`src/rtl/diff_freq_pkg.sv`:
```
// Shared definitions for the differential-frequency frame encoder and decoder.
// Frame length grows by two period bytes when PERIOD_FIELD_EN is defined.
package diff_freq_pkg;

  typedef enum logic [1:0] {
    S_IDLE = 2'd0,
    S_SEND = 2'd1,
    S_WAIT = 2'd2,
    S_DONE = 2'd3
  } state_t;

  localparam int SEL_LSB   = 0;
  localparam int SEL_W     = 4;
  localparam int START_BIT = 4;
  localparam int STOP_BIT  = 5;
  localparam int MODE_BIT  = 6;

`ifdef PERIOD_FIELD_EN
  localparam int PERIOD_BYTES = 2;
`else
  localparam int PERIOD_BYTES = 0;
`endif

  // Output pattern bytes + frequency pattern bytes + control byte (+ periods).
  function automatic int pack_num(input int data_bit);
    return (2 * data_bit) / 8 + 1 + PERIOD_BYTES;
  endfunction

  function automatic logic [7:0] ctrl_byte(input logic [3:0] sel,
                                           input logic       start,
                                           input logic       stop,
                                           input logic       mode);
    logic [7:0] b;
    b = 8'h00;
    b[SEL_LSB +: SEL_W] = sel;
    b[START_BIT]        = start;
    b[STOP_BIT]         = stop;
    b[MODE_BIT]         = mode;
    return b;
  endfunction

endpackage

```
`src/rtl/frame_byte_sel.sv`:
```
// Combinational byte picker: returns byte[idx] of a flattened, LSB-byte-first frame.
// Out-of-range indices yield 8'h00.
module frame_byte_sel #(
  parameter int PACK_NUM = 9,
  parameter int IDX_W    = 4
) (
  input  logic [PACK_NUM*8-1:0] frame,
  input  logic [IDX_W-1:0]      idx,
  output logic [7:0]            data
);

  always_comb begin
    data = 8'h00;
    for (int i = 0; i < PACK_NUM; i++) begin
      if (idx == IDX_W'(i)) data = frame[i*8 +: 8];
    end
  end

endmodule

```
`src/rtl/diff_freq_frame_encoder.sv`:
```
// Serializes one channel configuration into the decoder's byte frame, one byte per
// transmitter handshake. Optional macro PERIOD_FIELD_EN appends slow/fast period bytes.
module diff_freq_frame_encoder
  import diff_freq_pkg::*;
#(
  parameter int DATA_BIT = 32
) (
  input  logic                clk,
  input  logic                rst,
  input  logic                i_valid,
  output logic                o_ready,
  input  logic [DATA_BIT-1:0] i_output_pattern,
  input  logic [DATA_BIT-1:0] i_freq_pattern,
  input  logic [3:0]          i_sel_out,
  input  logic                i_start,
  input  logic                i_stop,
  input  logic                i_mode,
  input  logic [7:0]          i_slow_period,
  input  logic [7:0]          i_fast_period,
  output logic [7:0]          o_data,
  output logic                o_tx_start,
  input  logic                i_tx_done_tick,
  output logic                o_busy,
  output logic                o_done_tick
);

  localparam int PACK_NUM = pack_num(DATA_BIT);
  localparam int IDX_W    = $clog2(PACK_NUM);
  localparam int FRAME_W  = PACK_NUM * 8;
  localparam logic [IDX_W-1:0] LAST_IDX = IDX_W'(PACK_NUM - 1);

  state_t             state_q, state_d;
  logic [IDX_W-1:0]   idx_q, idx_d;
  logic [FRAME_W-1:0] frame_q, frame_d, frame_cap;
  logic [7:0]         sel_byte;

`ifdef PERIOD_FIELD_EN
  assign frame_cap = {i_fast_period, i_slow_period,
                      ctrl_byte(i_sel_out, i_start, i_stop, i_mode),
                      i_freq_pattern, i_output_pattern};
`else
  // Period inputs exist only for port compatibility in this build.
  logic unused_period;
  assign unused_period = ^{i_slow_period, i_fast_period};
  assign frame_cap = {ctrl_byte(i_sel_out, i_start, i_stop, i_mode),
                      i_freq_pattern, i_output_pattern};
`endif

  always_ff @(posedge clk or posedge rst) begin
    if (rst) state_q <= S_IDLE;
    else     state_q <= state_d;
  end

  always_comb begin
    state_d = state_q;
    idx_d   = idx_q;
    frame_d = frame_q;
    case (state_q)
      S_IDLE: begin
        if (i_valid) begin
          frame_d = frame_cap;
          idx_d   = '0;
          state_d = S_SEND;
        end
      end
      S_SEND: state_d = S_WAIT;
      S_WAIT: begin
        if (i_tx_done_tick) begin
          if (idx_q == LAST_IDX) begin
            state_d = S_DONE;
          end else begin
            idx_d   = idx_q + IDX_W'(1);
            state_d = S_SEND;
          end
        end
      end
      S_DONE:  state_d = S_IDLE;
      default: state_d = S_IDLE;
    endcase
  end

  // Select from the next-cycle frame/index so o_data is valid alongside o_tx_start.
  frame_byte_sel #(
    .PACK_NUM (PACK_NUM),
    .IDX_W    (IDX_W)
  ) u_byte_sel (
    .frame (frame_d),
    .idx   (idx_d),
    .data  (sel_byte)
  );

  always_ff @(posedge clk or posedge rst) begin
    if (rst) begin
      frame_q <= '0;
      idx_q   <= '0;
      o_data  <= 8'h00;
    end else begin
      frame_q <= frame_d;
      idx_q   <= idx_d;
      if (state_d == S_SEND) o_data <= sel_byte;
    end
  end

  assign o_ready     = (state_q == S_IDLE);
  assign o_busy      = (state_q != S_IDLE);
  assign o_tx_start  = (state_q == S_SEND);
  assign o_done_tick = (state_q == S_DONE);

endmodule

```
`config.mk`:
```
export PLATFORM = sky130hd
export DESIGN_NAME = diff_freq_frame_encoder
export DESIGN_NICKNAME = d
export VERILOG_FILES = /design/src/rtl/diff_freq_pkg.sv /design/src/rtl/frame_byte_sel.sv /design/src/rtl/diff_freq_frame_encoder.sv
export SDC_FILE = /design/constraint.sdc
export NUM_CORES = 1
export LEC_CHECK = 0
export ABC_CLOCK_PERIOD_IN_PS = 2800
export CORE_MARGIN = 10
export CORE_UTILIZATION = 40
export CTS_BUF_LIST = sky130_fd_sc_hd__clkbuf_16
export DETAILED_ROUTE_END_ITERATION = 6
export PLACE_DENSITY = 0.7
export SLEW_MARGIN = 20
export SYNTH_ARGS = -nofsm -noshare
export SYNTH_HDL_FRONTEND = slang
export SYNTH_HIERARCHICAL = 1
export SYNTH_SLANG_ARGS = --single-unit
```
`constraint.sdc`:
```
create_clock -name clk -period 2.8 [get_ports clk]
set_input_delay 0.28 -clock clk [delete_from_list [all_inputs] [get_ports clk]]
set_output_delay 0.28 -clock clk [all_outputs]
set_load 0.05 [all_outputs]
```
## Word-level counts from Yosys, hierarchy flattened

Cells that the tools add are included.

| storage, ports and cells | value |
|---|---|
| word-level logic and storage cells | 40 |
| bits of input ports | 91 |
| flip-flop bits (word level) | 86 |
| output and inout bits | 12 |

| operators by class | value |
|---|---|
| multiplexer cells | 19 |
| equal/unequal tests | 13 |
| reduce and logical (&&, ||, !) cells | 3 |
| add/sub/neg operators | 1 |

Operator list:

| cell | number |
|---|---|
| 72-bit two-way mux | 2 |
| 8-bit two-way mux | 9 |
| 4-bit by 3-bit == test with 1-bit output, second input constant | 4 |
| 4-bit two-way mux | 3 |
| 4-bit by 2-bit == test with 1-bit output, second input constant | 2 |
| 4-bit == test, second input constant | 2 |
| 2-bit one-hot mux with 4 select lines | 1 |
| 4-bit one-hot mux with 2 select lines | 1 |
| 2-bit two-way mux | 3 |
| 4-bit by 1-bit adder with 4-bit output, second input constant | 1 |
| 2-bit by 1-bit == test with 1-bit output, second input constant | 2 |
| 2-bit == test, second input constant | 2 |
| 4-bit by 1-bit == test with 1-bit output, second input constant | 1 |
| 4-bit logical NOT | 1 |
| 2-bit logical NOT | 1 |
| 2-bit nonzero test | 1 |

## Logic depth before layout (Yosys ltp)

Gate-level depths: netlist of the first run.

| depth | value |
|---|---|
| depth after elaboration | 14 |
| gate-level depth with buffers | 13 |
| gate-level depth less buffers | 10 |

## Hierarchy

Netlist of the first run, hierarchy kept.

By module, submodules not included:

| module | sequential area each (um^2) | area an instance (um^2) | cells each | instances |
|---|---|---|---|---|
| diff_freq_frame_encoder | 2,152.1 | 3,395.8 | 211 | 1 |
| frame_byte_sel | 0.0 | 765.7 | 115 | 1 |

## Worst setup path before layout of the first run

Ideal clock, no wire load.

| timing path | value |
|---|---|
| path kind | flip-flop to flip-flop |
| start | register idx_q[0] |
| end | register o_data[2] |
| setup slack | 0.112 ns |
| setup time | 0.125 ns |
| stages on the path, launching flop included | 14 |
| clock period less this slack | 2.688 ns |
| arrival | 2.563 ns |
| buffers on the path | 3 |
| required time | 2.675 ns |
| cell sequence | dfrtp_1 > inv_1 > ha_1 > nand3b_1 > a31o_1 > buf_6 > o21ai_0 > buf_6 > clkbuf_1 > mux2i_1 > o22ai_1 > a21oi_1 > o221ai_1 > mux2_4 |

| between the ends | value |
|---|---|
| longest elaborated chain between the ends | 14 |
| elaborated cells on any way between the ends | 28 |
| classes of those cells | add/sub: 1; eq/ne: 10; mux: 16; reduce/logical: 1 |

RTL lines:

| item | RTL line | RTL |
|---|---|---|
| start: declaration | diff_freq_frame_encoder.sv:33 | `logic [IDX_W-1:0] idx_q, idx_d;` |
| start signal: assignment | diff_freq_frame_encoder.sv:99 | `idx_q <= idx_d;` |
| 4-bit by 1-bit adder with 4-bit output or 4-bit == test (tied branches) | diff_freq_frame_encoder.sv:72, diff_freq_frame_encoder.sv:69 |  |
| 4-bit two-way mux | diff_freq_frame_encoder.sv:69 | `if (idx_q == LAST_IDX) begin` |
| 4-bit two-way mux | diff_freq_frame_encoder.sv:68 | `if (i_tx_done_tick) begin` |
| 4-bit one-hot mux with 2 select lines (*) | diff_freq_frame_encoder.sv:58 | `case (state_q)` |
| via idx_d[0] | diff_freq_frame_encoder.sv:33 |  |
| 4-bit logical NOT | frame_byte_sel.sv:15 | `if (idx == IDX_W'(i)) data = frame[i*8 +: 8];` |
| 8-bit two-way mux (8 in series) | frame_byte_sel.sv:15 |  |
| 8-bit two-way mux (*) | frame_byte_sel.sv:15 |  |
| via sel_byte[2] | diff_freq_frame_encoder.sv:35 | `logic [7:0] sel_byte;` |
| end signal: assignment | diff_freq_frame_encoder.sv:100 | `if (state_d == S_SEND) o_data <= sel_byte;` |
| end: declaration | diff_freq_frame_encoder.sv:20 | `output logic [7:0] o_data,` |

Mark *: on every way through the listed nets, which the timed path passes. The rest lies on a longest branch.
A chain may end at the register's enable or synchronous reset.

## Worst setup path after layout of the first run

| timing path | value |
|---|---|
| start | register idx_q[0] |
| end | register o_data[0] |

Same word-level chain as after synthesis.

==> results of run 1 <==
-- synthesized netlist by cell type (all sizes together) (2+ instances only) --
| cell | count |
|---|---|
| mux2i | 17 |
| ha | 2 |
| inv | 6 |
| nand3b | 3 |
| o221ai | 6 |
| a2bb2oi | 6 |
| a21boi | 6 |
| clkbuf | 5 |
| a2111oi | 2 |
| nand2b | 5 |
| buf | 17 |
| nor2 | 5 |
| nand3 | 3 |
| nand2 | 16 |
| a21oi | 15 |
| nor3b | 2 |
| mux2 | 79 |
| nor3 | 2 |
| or2 | 8 |
| nor2b | 3 |
| o21ai | 9 |
| dfrtp | 86 |
| o22ai | 7 |
-- cells by family (layout without fill, tap and decap cells) --
group / count (synthesis) / count (layout) / synth area share, %
AOI/OAI and AO/OA: 57 / 57 / 9.17
adders and majority gates: 2 / 2 / 0.601
muxes: 96 / 96 / 26.2
DFF: 86 / 86 / 51.7
and+or+nand+nor: 57 / 57 / 8.06
buffers and inverters: 28 / 145 / 4.27
-- stage by stage --
step           total power (µW)  instance area [µm²]  TNS (ns)
6_report                   6820                 5720         0
5_1_grt                    7260                 5720         0
4_1_cts                    6820                 5700         0
3_5_place_dp               5510                 5350     -1.09
3_3_place_gp               5410                 5350    -0.552
2_1_floorplan              4480                 4160         0
-- repair_timing --
action                                  CTS  global route
gates resized for setup                   0             4
pin swaps                                 1             1
buffers inserted                          2             2
endpoints found under the setup margin    2             7
hold buffers                              0             0
-- sequential cells by signal, indices dropped and copies added, names as in the netlist --
register and cells:
o_data 8, idx_q 4, frame_q 72, state_q 2
-- cell type report --
cell class | instances | share of cell area (%)
multi-input cells | 212 | 32.5
well taps | 136 | 2.98
clock inverters | 7 | 1.55
repair buffers | 123 | 21.0
flip-flops and latches | 86 | 37.6
clock buffers | 9 | 3.94
inverters | 6 | 0.416
-- worst min-delay path by stage --
stage | start | endpoint | slack [ns] | cells after the start
after CTS | rst | frame_q[63] | 0.40 | 3
after global placement | frame_q[34] | frame_q[34] | 0.48 | 1
final | rst | frame_q[30] | 0.37 | 3
after detailed placement | frame_q[36] | frame_q[36] | 0.48 | 1
after floorplan | i_freq_pattern[1] | frame_q[33] | 0.44 | 1
after global routing | rst | frame_q[63] | 0.44 | 3
-- power by group --
group	total, µW	leakage, µW	switching (µW)	internal [µW]
combinational	3500	0.00120	1720	1780
clock	1250	0.000150	475	775
sequential	2070	0.00102	211	1860
-- layer usage --
layer  up-vias  wire [µm]
li1       1405          -
met1      1489       4460
met2        77       5110
met3        18        487
met4         0        240
met5         -          0
-- critical path, cell delays in order (launching register included) --
cell	delay (ns)
dfrtp_1	0.40
inv_1	0.09
ha_1	0.18
nand3b_1	0.13
a31o_1	0.28
o21ai_4	0.18
buf_12	0.15
buf_4	0.17
nor2_1	0.07
nand3_1	0.09
a21oi_1	0.06
or4_1	0.50
mux2_4	0.27
==> results by group, run 1 <==
Critical path
  – Crit path DAT: 2.90 ns
  – Worst-path maximum fanout: 9
  – Crit path kind: reg -> reg
  – Crit path from: idx_q[0]
  – CP endpoint: o_data[0]
  – CP Launch Type: flop
  – Worst r2r src: idx_q[0]
  – Flop-to-flop setup slack: 0.12 ns
  – Worst R2R Path Depth: 12
  – Worst Setup End Kind: flop
  – Reg2reg end: o_data[0]
  – Crit path required time: 3.02 ns

Logic synthesis
  – Synth area leader: dfrtp_1
  – Post-Syn Area per Cell: 12.8 µm²
  – Syn nets: 419
  – Seq/Total Area, Yosys: 51.7%
  – Post-synth EDFFs: 0
  – Top post-synthesis cells by area: dfrtp_1 (52%), mux2_2 (19%), mux2i_1 (4.1%)
  – Number of synthesized register bits: 86
  – Synth Flop Type: dfrtp_1
  – Mapped Cells: 326
  – Post-synth cell types: 44
  – Synth warn: 6
  – Top-area cell type share of the netlist area: 51.7%
  – Synth Cell Area: 4160 µm²
  – Synth async-reset ratio: 100%

Clock tree
  – CTS root buf: clkbuf_16
  – Clock transition at path regs: 0.06 ns
  – Total CTS buffers: 9
  – CTS tree: yes
  – Worst-Skew Late Latency: 0.34 ns
  – TritonCTS Sinks: 86
  – H-Tree Depth: 3
  – Longest Clk Path Bufs: 2

Placement
  – PortBufs: 86
  – Final GP Congestion: 0.854
  – Pre-CTS setup slack: -0.177 ns
  – Placed cells: 559
  – DP HPWL: 7700 µm

Finish
  – Fillers: 836
  – Post-layout util: 55.9%
  – Layout cell share with drive strength beyond 1: 33.2%
  – Sequential cell area: 2150 µm²
  – Ant diodes: 0
  – Finished Layout Cells: 579
  – Area of the multi-input gates: 1860 µm²
  – Area Overhead vs Synth: 37.4%
  – Final #Nets: 531
  – Commonest non-fill, non-tap cells in the layout: dfrtp_1 (86), clkdlybuf4s50_1 (86), mux2_2 (71)

STA
  – Tcrit/Tclk final: 95.8%
  – Maximum clock frequency: 0.373 GHz
  – Minimum clock period: 2.68 ns
  – Fin. Hold Viols: 0
  – Final worst slack: 0.118 ns
  – RSZ-0062 raised after global routing: no
  – Slew headroom: 65.4%
  – Slew @ Worst Pin: 0.517 ns
  – Minimum hold slack: 0.370 ns
  – Final setup fails: 0
  – Final Max Tran Viols: 0
  – Clk_skew: 0.00536 ns

Floorplan
  – Starting Density: 40.7%
  – Die Y: 122 µm
  – Row cnt: 37
  – Die ar.: 14900 µm²
  – Floorplan core area: 10200 µm²
  – Chip width: 122 µm
  – Number of I/O pins: 103

GRT
  – GR Util met2: 23.9%
  – GRT busiest layer: met2
  – GRT Overall Usage: 14.3%
  – M1 GR Usage: 17.1%
  – GR Layer Usage met3: 2.96%
  – Initial antenna violation count: 0
  – Largest net degree at the start of global routing: 87
  – Overflow after GRT: 0
  – Vias in the first global route: 3335
  – First-pass GRT wire length: 16900 µm

Power
  – Pleak: 0.00238 µW
  – P per Cell Area: 1190 nW/µm²
  – VDD IR max: 0.000529 V

Status
  – Status: finished clean

Drt
  – Vias: 2989
  – Antenna viol nets, final: 0
  – Wire per inst: 17.8 µm
  – DRT Pass-1 Iters: 5
  – DR vias/cell: 5.16
  – DRC: 0
  – 1st-iter DRT viols: 196
  – Total Wirelength: 10300 µm

Run
  – Max Cap Violations: 0

Worst hold path
  – HP Class: in -> async
(Power assumes the default switching activity.)
==> run 2, diff against run 1 <==
--- a/config.mk
+++ b/config.mk
@@ -16,3 +16,4 @@
 export SYNTH_HDL_FRONTEND = slang
 export SYNTH_HIERARCHICAL = 1
 export SYNTH_SLANG_ARGS = --single-unit
+export TNS_END_PERCENT = 20
==> results of run 2 <==
No change in the layout: final DEF, timing and power equal those of run 1.
==> run 3, diff against run 2 <==
==> constraint.sdc (replaced) <==
create_clock -name clk -period 2.8 [get_ports clk]
set_input_delay 0.56 -clock clk [delete_from_list [all_inputs] [get_ports clk]]
set_output_delay 0.56 -clock clk [all_outputs]
set_load 0.1 [all_outputs]
==> results by group, run 3 (same netlist as run 1, synthesis figures left out) <==
STA
  – Maximum clock frequency: 0.360 GHz (was 0.373 GHz)
  – Tcrit/Tclk final: 99.2% (was 95.8%)
  – Final setup fails: 0 (unchanged)
  – Fin. Hold Viols: 0 (unchanged)
  – Minimum clock period: 2.78 ns (was 2.68 ns)
  – Slew headroom: 63.0% (was 65.4%)
  – Slew @ Worst Pin: 0.554 ns (was 0.517 ns)
  – Final Max Tran Viols: 0 (unchanged)
  – Final worst slack: 0.0217 ns (was 0.118 ns)
  – Clk_skew: 0.00351 ns (was 0.00536 ns)
  – RSZ-0062 raised after global routing: yes (was no)

Finish
  – Commonest non-fill, non-tap cells in the layout: dfrtp_1 (86), clkdlybuf4s50_1 (73), mux2_2 (70) (was dfrtp_1 (86), clkdlybuf4s50_1 (86), mux2_2 (71))
  – Sequential cell area: 2150 µm² (unchanged)
  – Area of the multi-input gates: 1880 µm² (was 1860 µm²)
  – Layout cell share with drive strength beyond 1: 38.2% (was 33.2%)
  – Area Overhead vs Synth: 39.0% (was 37.4%)
  – Ant diodes: 0 (unchanged)
  – Finished Layout Cells: 589 (was 579)
  – Largest registers: frame_q x72, o_data x8, idx_q x4 (unchanged)
  – Final #Nets: 541 (was 531)
  – Reg with most FFs: frame_q (unchanged)
  – Largest register FFs: 72 (unchanged)
  – Most common cell after layout, fill and taps aside: dfrtp_1
  – Fillers: 836 (unchanged)

Floorplan
  – Number of I/O pins: 103 (unchanged)
  – Chip width: 122 µm (unchanged)
  – Row cnt: 37 (unchanged)
  – Starting Density: 40.7% (unchanged)
  – Floorplan core area: 10200 µm² (unchanged)
  – Die ar.: 14900 µm² (unchanged)
  – Die Y: 122 µm (unchanged)

Drt
  – Antenna viol nets, final: 0 (unchanged)
  – Total Wirelength: 10500 µm (was 10300 µm)
  – DRT Pass-1 Iters: 4 (was 5)
  – Vias: 3024 (was 2989)
  – 1st-iter DRT viols: 193 (was 196)
  – DRC: 0 (unchanged)
  – Wire per inst: 17.9 µm (was 17.8 µm)
  – DR vias/cell: 5.13 (was 5.16)

Clock tree
  – Clock transition at path regs: 0.06 ns (about the same)
  – CTS root buf: clkbuf_16 (unchanged)
  – Longest Clk Path Bufs: 2 (unchanged)
  – Total CTS buffers: 9 (unchanged)
  – Worst-Skew Late Latency: 0.34 ns (about the same)
  – CTS tree: yes (unchanged)
  – H-Tree Depth: 3 (unchanged)
  – TritonCTS Sinks: 86 (unchanged)

Critical path
  – CP top delay family: multiplexers (was simple AND/OR/NAND/NOR gates)
  – Crit path kind: in -> reg (was reg -> reg)
  – Worst-path maximum fanout: 7 (was 9)
  – Reg2reg end: o_data[0] (unchanged)
  – Flop-to-flop setup slack: 0.04 ns (was 0.12 ns)
  – Worst Setup End Kind: flop (unchanged)
  – Crit path from: i_valid (was idx_q[0])
  – CP Launch Type: input port (was flop)
  – WP buf/inv: 3 (unchanged)
  – Worst path max stage delay: 0.50 ns (about the same)
  – Crit path required time: 3.02 ns (about the same)
  – Worst path depth: 9 (was 12)
  – CP endpoint: o_data[0] (unchanged)
  – Worst R2R Path Depth: 10 (was 12)
  – Worst r2r src: idx_q[0] (unchanged)
  – Most used cell, CP: buf_6
  – Crit path DAT: 3.00 ns (was 2.90 ns)
  – Crit-path cells: clkdlybuf4s50_1, nor3b_4, buf_6, buf_6, mux2_2, mux2i_2, a2111oi_1, or4_1, mux2_4 (was inv_1, ha_1, nand3b_1, a31o_1, o21ai_4, buf_12, buf_4, nor2_1, nand3_1, a21oi_1, or4_1, mux2_4)
  – Slowest CP cell: or4_1 (unchanged)

GRT
  – Initial antenna violation count: 0 (unchanged)
  – Largest net degree at the start of global routing: 35 (was 87)
  – First-pass GRT wire length: 16800 µm (was 16900 µm)
  – Vias in the first global route: 3310 (was 3335)
  – Overflow after GRT: 0 (unchanged)
  – GRT Overall Usage: 14.2% (was 14.3%)

Placement
  – Placed cells: 564 (was 559)
  – DP HPWL: 7920 µm (was 7700 µm)
  – PortBufs: 86 (unchanged)
  – Pre-CTS setup slack: -0.518 ns (was -0.177 ns)
  – Final GP Congestion: 0.875 (was 0.854)

Power
  – VDD IR max: 0.000727 V (was 0.000529 V)
  – P per Cell Area: 1250 nW/µm² (was 1190 nW/µm²)
  – Pleak: 0.00244 µW (was 0.00238 µW)

Status
  – Status: finished clean (unchanged)

Run
  – Max Cap Violations: 0 (unchanged)

Worst hold path
  – HP Class: reg -> reg (was in -> async)
## run 3: worst min path at each step
stage | slack [ns] | to | cells past startpoint | from
after floorplan | 0.47 | frame_q[33] | 1 | frame_q[33]
after global placement | 0.48 | frame_q[34] | 1 | frame_q[34]
after global routing | 0.50 | frame_q[68] | 1 | frame_q[68]
after CTS | 0.49 | frame_q[36] | 1 | frame_q[36]
final | 0.49 | frame_q[36] | 1 | frame_q[36]
after detailed placement | 0.48 | frame_q[36] | 1 | frame_q[36]
## run 3: per-layer routing
metal  track usage (%)  wire length (µm)  vias up
met3              3.56               586       15
met5                 0                 0        -
li1                  -                 -     1428
met2              23.8              5250       74
met4              5.59               196        0
met1              17.0              4490     1507
## run 3: timing repair
action,CTS,global route
resized for setup,9,11
buffers inserted,5,5
gates cloned,0,0
hold buffers,0,0
pin swaps,3,2
endpoints found under the setup margin,8,8
## run 3: area by class of cell
type                    instances  share of cell area [%]
well taps                     136                    2.94
flip-flops and latches         86                    37.2
clock inverters                 7                    1.28
inverters                       6                   0.411
clock buffers                   9                    3.89
repair buffers                133                    21.8
multi-input cells             212                    32.5
## run 3: report_power, final
group / internal, µW / leakage, µW / total (µW) / switching [µW]
Clock: 694 / 0.000141 / 1180 / 491
Combinational: 1850 / 0.00128 / 3940 / 2090
Sequential: 1860 / 0.00102 / 2080 / 222
## run 3: per-stage QoR
step | TNS [ns] | total power (µW) | util [%] | hold WS (ns) | instance area (µm²)
final | 0 | 7200 | 56.5 | 0.491 | 5790
after global routing | -0.110 | 7630 | 56.5 | 0.504 | 5790
after CTS | -0.0123 | 7140 | 55.9 | 0.494 | 5720
after detailed placement | -3.42 | 5830 | 52.4 | 0.480 | 5360
after global placement | -2.67 | 5730 | 52.4 | 0.475 | 5360
after floorplan | 0 | 4800 | - | 0.466 | 4160
